**src/rtl/led_matrix_scanner.sv**
```systemverilog
// Multiplexed N x M LED matrix scanner with frame snapshot and generation strobe.
// Optional PWM brightness control when LED_MATRIX_SCANNER_BRIGHTNESS_EN is defined.
module led_matrix_scanner #(
  parameter int N              = 8,
  parameter int M              = 8,
  parameter int ROW_CYCLES     = 1000,
  parameter int BLANK_CYCLES   = 16,
  parameter int FRAMES_PER_GEN = 30
) (
  input  logic           clk,
  input  logic           rst,
  input  logic           run,
  input  logic [N*M-1:0] cells,
`ifdef LED_MATRIX_SCANNER_BRIGHTNESS_EN
  input  logic [3:0]     duty,
`endif
  output logic [N-1:0]   rows,
  output logic [M-1:0]   cols,
  output logic           ena,
  output logic           frame_done
);

  localparam int CNT_MAX = (ROW_CYCLES > BLANK_CYCLES) ? ROW_CYCLES : BLANK_CYCLES;
  localparam int CNT_W   = (CNT_MAX > 1) ? $clog2(CNT_MAX) : 1;
  localparam int ROW_W   = (N > 1) ? $clog2(N) : 1;
  localparam int GEN_W   = (FRAMES_PER_GEN > 1) ? $clog2(FRAMES_PER_GEN) : 1;

  localparam logic [CNT_W-1:0] ROW_LAST   = CNT_W'(ROW_CYCLES - 1);
  localparam logic [CNT_W-1:0] BLANK_LAST = CNT_W'(BLANK_CYCLES - 1);
  localparam logic [ROW_W-1:0] ROW_MAX    = ROW_W'(N - 1);
  localparam logic [GEN_W-1:0] GEN_LAST   = GEN_W'(FRAMES_PER_GEN - 1);

  typedef enum logic [1:0] {
    S_SNAPSHOT,
    S_ON,
    S_BLANK
  } state_t;

  state_t           state, state_n;
  logic [ROW_W-1:0] row_idx, row_n;
  logic [CNT_W-1:0] cnt, cnt_n;
  logic [GEN_W-1:0] frame_cnt, frame_cnt_n;
  logic [N*M-1:0]   snap, snap_n;
  logic [N-1:0]     rows_n;
  logic [M-1:0]     cols_n;
  logic             ena_n;
  logic             frame_done_n;

`ifdef LED_MATRIX_SCANNER_BRIGHTNESS_EN
  logic [3:0] pwm, pwm_n;
  assign pwm_n = pwm + 4'd1;
`endif

  // Sequencing: snapshot, then ON/BLANK per row.
  always_comb begin
    state_n = state;
    row_n   = row_idx;
    cnt_n   = cnt;
    snap_n  = snap;
    unique case (state)
      S_SNAPSHOT: begin
        snap_n  = cells;
        state_n = S_ON;
        row_n   = '0;
        cnt_n   = '0;
      end
      S_ON: begin
        if (cnt == ROW_LAST) begin
          state_n = S_BLANK;
          cnt_n   = '0;
        end else begin
          cnt_n = cnt + 1'b1;
        end
      end
      S_BLANK: begin
        if (cnt == BLANK_LAST) begin
          cnt_n = '0;
          if (row_idx == ROW_MAX) begin
            row_n   = '0;
            state_n = S_SNAPSHOT;
          end else begin
            row_n   = row_idx + 1'b1;
            state_n = S_ON;
          end
        end else begin
          cnt_n = cnt + 1'b1;
        end
      end
      default: begin
        state_n = S_SNAPSHOT;
        row_n   = '0;
        cnt_n   = '0;
      end
    endcase
  end

  // NOTE: outputs are decoded from the next-state values and registered, so
  // rows/cols/ena/frame_done line up exactly with the state they describe.
  always_comb begin
    rows_n       = '0;
    cols_n       = '1;
    ena_n        = 1'b0;
    frame_cnt_n  = frame_cnt;
    frame_done_n = (state_n == S_BLANK) && (row_n == ROW_MAX) && (cnt_n == BLANK_LAST);

    if (state_n == S_ON) begin
      rows_n[row_n] = 1'b1;
      cols_n        = ~snap_n[row_n*M +: M];
`ifdef LED_MATRIX_SCANNER_BRIGHTNESS_EN
      if (pwm_n > duty) cols_n = '1;
`endif
    end

    // run is sampled on the edge that opens the frame_done cycle.
    if (!run) begin
      frame_cnt_n = '0;
    end else if (frame_done_n) begin
      if (frame_cnt == GEN_LAST) begin
        frame_cnt_n = '0;
        ena_n       = 1'b1;
      end else begin
        frame_cnt_n = frame_cnt + 1'b1;
      end
    end
  end

  // NOTE: the snapshot register is cleared on reset like any other state; it is
  // a plain register, not a RAM, so the reset costs nothing structurally.
  always_ff @(posedge clk or posedge rst) begin
    if (rst) begin
      state      <= S_SNAPSHOT;
      row_idx    <= '0;
      cnt        <= '0;
      frame_cnt  <= '0;
      snap       <= '0;
      rows       <= '0;
      cols       <= '1;
      ena        <= 1'b0;
      frame_done <= 1'b0;
    end else begin
      state      <= state_n;
      row_idx    <= row_n;
      cnt        <= cnt_n;
      frame_cnt  <= frame_cnt_n;
      snap       <= snap_n;
      rows       <= rows_n;
      cols       <= cols_n;
      ena        <= ena_n;
      frame_done <= frame_done_n;
    end
  end

`ifdef LED_MATRIX_SCANNER_BRIGHTNESS_EN
  always_ff @(posedge clk or posedge rst) begin
    if (rst) pwm <= '0;
    else     pwm <= pwm_n;
  end
`endif

endmodule
```
**config.mk**
```make
export PLATFORM = sky130hd
export DESIGN_NAME = led_matrix_scanner
export DESIGN_NICKNAME = d
export VERILOG_FILES = /design/src/rtl/led_matrix_scanner.sv
export SDC_FILE = /design/constraint.sdc
export NUM_CORES = 1
export LEC_CHECK = 0
export CAP_MARGIN = 20
export CORE_ASPECT_RATIO = 0.5
export CORE_MARGIN = 5
export CORE_UTILIZATION = 53
export CTS_CLUSTER_SIZE = 14
export DETAILED_ROUTE_END_ITERATION = 8
export GPL_TIMING_DRIVEN = 0
export PLACE_DENSITY = 0.79
export SLEW_MARGIN = 0
export SYNTH_ARGS = -nofsm -noshare
export SYNTH_HDL_FRONTEND = slang
export SYNTH_SLANG_ARGS = --single-unit
export TNS_END_PERCENT = 100
```
**constraint.sdc**
```tcl
create_clock -name clk -period 4.3 [get_ports clk]
set_clock_uncertainty 0.2 [all_clocks]
set_input_delay 0.645 -clock clk [delete_from_list [all_inputs] [get_ports clk]]
set_output_delay 0.645 -clock clk [all_outputs]
set_load 0.02 [all_outputs]
```
# Word level (Yosys, flattened, before mapping)
# Index checks and enable logic that the tools add are counted.
# totals
reg_bits,102
elab_cells,52
output_inout_bits,18
# op_classes
muxes,21
shift,1
reduce_logical,4
order_cmp,2
addsub,3
bitwise_logic,1
n_eq_ne,11
# op_table
op,n
two-way mux 64 bit,1
indexed part select 64 x 7 -> 8 bit,1
"equality test 10 x 4 -> 1 bit, second input constant",2
two-way mux 10 bit,2
case mux 10 bit (2 select lines),1
two-way mux 8 bit,2
two-way mux 5 bit,3
"adder 10 x 1 -> 10 bit, second input constant",1
"equality test 10 bit, second input constant",1
inverter 8 bit,1
"equality test 3 bit, second input constant",2
two-way mux 3 bit,2
case mux 2 bit (3 select lines),1
case mux 3 bit (2 select lines),1
"adder 5 x 1 -> 5 bit, second input constant",1
"equality test 5 bit, second input constant",1
two-way mux 1 bit,5
"equality test 2 x 1 -> 1 bit, second input constant",2
"equality test 2 bit, second input constant",2
"< comparator 3 x 4 -> 1 bit, second input constant",1
two-way mux 2 bit,2
"adder 3 x 1 -> 3 bit, second input constant",1
demux 1 bit (select 3 bit),1
">= comparator 3 x 1 -> 1 bit, second input constant",1
3 further kinds,5

# Logic depth before layout (Yosys ltp)
# depth
word_depth,9
ltp_mapped,13

# Worst setup path after synthesis
# Ideal clock, no wire load.
# synth_timing
path_type,reg-to-reg
from,register cnt[0]
to,register frame_cnt[0]
stages_incl_launch_ff,10
path_buffers,2
arrival_time_ns,2.562
setup_ns,0.077
path_slack_ns,1.460
cell_sequence,dfrtp_1 -> ha_1 -> and3_1 -> buf_2 -> a311o_1 -> a221oi_2 -> nand4_4 -> buf_6 -> or4_1 -> a21oi_1
# synth_via
elab_chain_cells,7
word_cells_on_any_way,17
cone_classes,add/sub: 1; eq/ne: 6; mux: 8; reduce/logical: 2
# synth_rtl
element,line,text
start: declaration,41,"logic [CNT_W-1:0] cnt, cnt_n;"
start signal: assignment,143,cnt <= cnt_n;
"parallel branches: the longest is 5 deep, another holds adder 10 x 1 -> 10 bit",--,
logical AND 1 bit *,104,frame_done_n = (state_n == S_BLANK) && (row_n == ROW_MAX) && (cnt_n == BLANK_LAST);
inequality test 2 x 1 -> 1 bit (no source line) *,--,
end signal: assignment,144,frame_cnt <= frame_cnt_n;
end: declaration,42,"logic [GEN_W-1:0] frame_cnt, frame_cnt_n;"
# Mark *: on every way between the ends.
# A chain may end at the register's enable or synchronous reset.

# Worst setup path after layout
# layout_timing
from,register state[1]
to,register cols[0]
# layout_via
elab_chain_cells,5
word_cells_on_any_way,12
cone_classes,eq/ne: 3; shift: 1; mux: 6; bitwise: 1; reduce/logical: 1
# layout_rtl
element,line,text
start: declaration,39,"state_t state, state_n;"
start signal: assignment,141,state <= state_n;
logical NOT 2 bit,60,unique case (state)
two-way mux 64 bit,60,
net snap_n[16],43,"logic [N*M-1:0] snap, snap_n;"
indexed part select 64 x 7 -> 8 bit,108,cols_n = ~snap_n[row_n*M +: M];
inverter 8 bit,108,
two-way mux 8 bit,106,if (state_n == S_ON) begin
net cols_n[0],45,logic [M-1:0] cols_n;
end signal: assignment,147,cols <= cols_n;
end: declaration,18,"output logic [M-1:0] cols,"
# The timed path passes the listed nets, and every way through them passes these cells.

==> out/metrics.yaml <==
cts:
  cts_resized: 0
  numCtsBuffers: 9
  cts_root_buf: "clkbuf_16"
  cts_tree: "yes"
  cts_setup_buffers: 0
  clk_pin_slew_ps: 70
  clock_path_buffers: 2
  worstSkewPairLatency_ps: 350
  cts_max_level: 3
  cts_hold_buf: 0
  cts.sinks: 102
place:
  portBuffers: 84
  gp_congestion: 0.866
  dp_hpwl_mm: 7.63
  pre_cts_slack_ps: 953
routing:
  drc: 0
  ant_nets: 0
  routedWlPerCell_um: 17.7
  drt_iter0_drc: 239
  routed_wl_mm: 10.7
  via_per_inst: 5.58
  firstDrtPassIters: 4
  vias: 3368
sta:
  setup_viol: 0
  fin_crit_sh_pct: 78.0
  layout_setup_ws_ps: 947
  maxSlewHeadroom_pct: 57.0
  max_clock_freq_mhz: 298
  rsz0062_at_grt: "no"
  hold_viol: 0
  period_minus_slack_ps: 3350
  slew_viol_final: 0
  worstMarginPinSlew_ps: 645
synth:
  synthAdderAreaFrac_pct: 2.30
  synth_cell_types: 58
  synth.net_count: 463
  synth_top_cell_by_area: "dfrtp_1"
  synthMuxAreaShare_pct: 21.0
  synth_simple_gate_area_share_pct: 11.3
  syn_inst: 387
  synth-compound-area-share_pct: 6.99
  synth_top_family_by_area: "multiplexers"
  synthXorXnorAreaFrac_pct: 1.79
  synth_ff_type: "dfrtp_1"
  syn_area_per_cell_um2: 12.6
  yosysTopAreaCellShare_pct: 48.1
  ys.warnings.count: 0
  syn_area_um2: 4890
  ys_seq_elements: 102
  synthTopCellsByArea: "dfrtp_1, mux2_2, dfstp_2"
  seq_area_frac_synth_pct: 52.4
  async_reset_ff_share_pct: 100
  synth-edff-count: 0
global_routing:
  grt_pass1_wl_mm: 17.9
  grt_pass1_vias: 3474
  grt_util_all_layers_pct: 19.8
  grt_max_degree: 53
  grt-ovfl-total: 0
  antenna_found_initial: 0
worst_setup_path:
  crit_chain: "inv_1 > ha_1 > clkbuf_1 > clkbuf_1 > clkbuf_1 > mux2_2 > mux2i_1 > nand3_1 > o211ai_1"
  endpoint_kind: "flop"
  slowest_stage: "clkbuf_1"
  r2r_cells: 9
  critical_path.startpoint_type: "flop"
  cp.buffers_inverters: 4
  max_stage_delay_ps: 540
  critPathRequiredTime_ps: 4370
  worst-path-stages: 9
  cp.arrival_ps: 3430
  critPathTopFamily: "buffers and inverters"
  rrSetupSlack_ps: 950
  r2r_end: "cols[0]"
  critPathKind: "reg -> reg"
  endpoint: "cols[0]"
  cp_max_fo: 10
  crit_top_cell: "clkbuf_1"
  r2r_start: "state[1]"
  cp-startpoint: "state[1]"
cells_and_area:
  diodes: 0
  nets: 559
  area_growth_pct: 27.1
  finalCoreUtilization_pct: 70.1
  layout-drive-gt1-share_pct: 25.7
floorplanning:
  die_width_um: 146
  core_area_um2: 8860
  die_h_um: 77.9
  start_util_pct: 55.2
  rows: 24
  die_area_um2: 11400
  io_pins: 85
power:
  irDropWorstVdd_mv: 0.201
  p_per_area_nw_per_um2: 320
  p_leak_uw: 0.00253
run_status:
  outcome: "complete, no violations"
flow_run:
  max_cap_violations: 0
hold_path:
  min_path_type: "reg -> reg"
[cells in the final DEF (no fill, tap or decap), types with 8 or more instances in the layout]
cell and count:
a21oi_1 10, buf_2 9, clkbuf_1 12, clkbuf_16 9
clkdlybuf4s50_1 84, dfrtp_1 94, dfstp_2 8, ha_1 9
inv_1 8, mux2_2 64, mux2i_1 15, nand2_1 12
nand3_1 15, nor2_1 19, nor3_1 11, o211ai_1 8
o21ai_0 8
[worst register-to-register path, stage by stage, from the launching register on]
cell and delay (ps):
dfrtp_1 440, inv_1 110, ha_1 180, clkbuf_1 450, clkbuf_1 490, clkbuf_1 550, mux2_2 420, mux2i_1 190
nand3_1 130, o211ai_1 130
[area by class of cell]
type,instances,area (um2)
buffer,28,154
clock buffer,11,253
clock inverter,4,52.6
fill,619,2650
inverter,12,51.3
multi-input combinational,245,2120
sequential,102,2560
tap,117,146
timing repair buffer,85,868
[stage by stage]
step	std cells	hold WS [ps]	cell area, um2	total power, uW	TNS (ps)
2_1_floorplan	387	268	4890	1080	0
3_3_place_gp	588	277	5880	1170	-64710
3_5_place_dp	589	283	5910	1170	0
4_1_cts	604	299	6210	2010	0
5_1_grt	604	306	6210	2060	0
6_report	604	295	6210	1990	0
[report_power, final]
part | switching (uW) | leakage, uW | internal [uW]
registers | 8.13 | 0.00123 | 996
logic | 57.8 | 0.00115 | 93.2
clock network | 352 | 0.000152 | 483
total | 418 | 0.00253 | 1570
[cells by family (layout without fill, tap and decap cells)]
logic type | count (synthesis) | in the layout
AND/OR/NAND/NOR | 93 | 93
AO/OA/AOI/OAI | 47 | 47
multiplexers | 86 | 86
buffers and inverters | 40 | 140
adder cells (fa/ha/maj) | 9 | 9
flip-flops | 102 | 102
XOR/XNOR | 10 | 10
[state kept, by name (all words and copies together) (netlist names)]
register and flops:
ena 1, cnt 10, cols 8, state 2, row_idx 3, frame_cnt 5
snap 64, rows 8, frame_done 1
[cell usage after synthesis (3+ instances only)]
cell type,instances
inv_1,9
or4_1,4
o21a_1,3
mux2_2,64
nand3_1,15
dfrtp_1,94
buf_2,9
buf_6,3
and3_1,5
mux2i_1,15
o211ai_1,8
xor2_1,5
nor3_1,11
nand2_1,12
nand4_1,5
o21ai_0,8
ha_1,9
xnor2_1,5
clkbuf_1,12
mux4_2,7
nor2_1,19
a21oi_1,10
buf_4,4
dfstp_2,8
[per-layer routing]
layer / vias to the layer above / routed length, um / GRT usage [%] / share of wire (%)
met1: 1666 / 4960 / 27.0 / 46
met5: - / 0 / 0 / 0
met4: 0 / 158 / 5.87 / 1.5
li1: 1609 / - / - / -
met2: 78 / 5160 / 31.6 / 48
met3: 15 / 432 / 5.01 / 4.0
[how the worst min path moves through the flow]
stage              from        to  slack, ps  depth (start not counted)
2_1_floorplan    cnt[0]    cnt[0]        270                          1
3_3_place_gp   snap[10]  snap[10]        280                          1
3_5_place_dp   snap[11]  snap[11]        280                          1
4_1_cts        snap[63]  snap[63]        300                          1
5_1_grt         snap[0]   snap[0]        310                          1
6_report        snap[8]   snap[8]        290                          1
(Power assumes the default switching activity.)
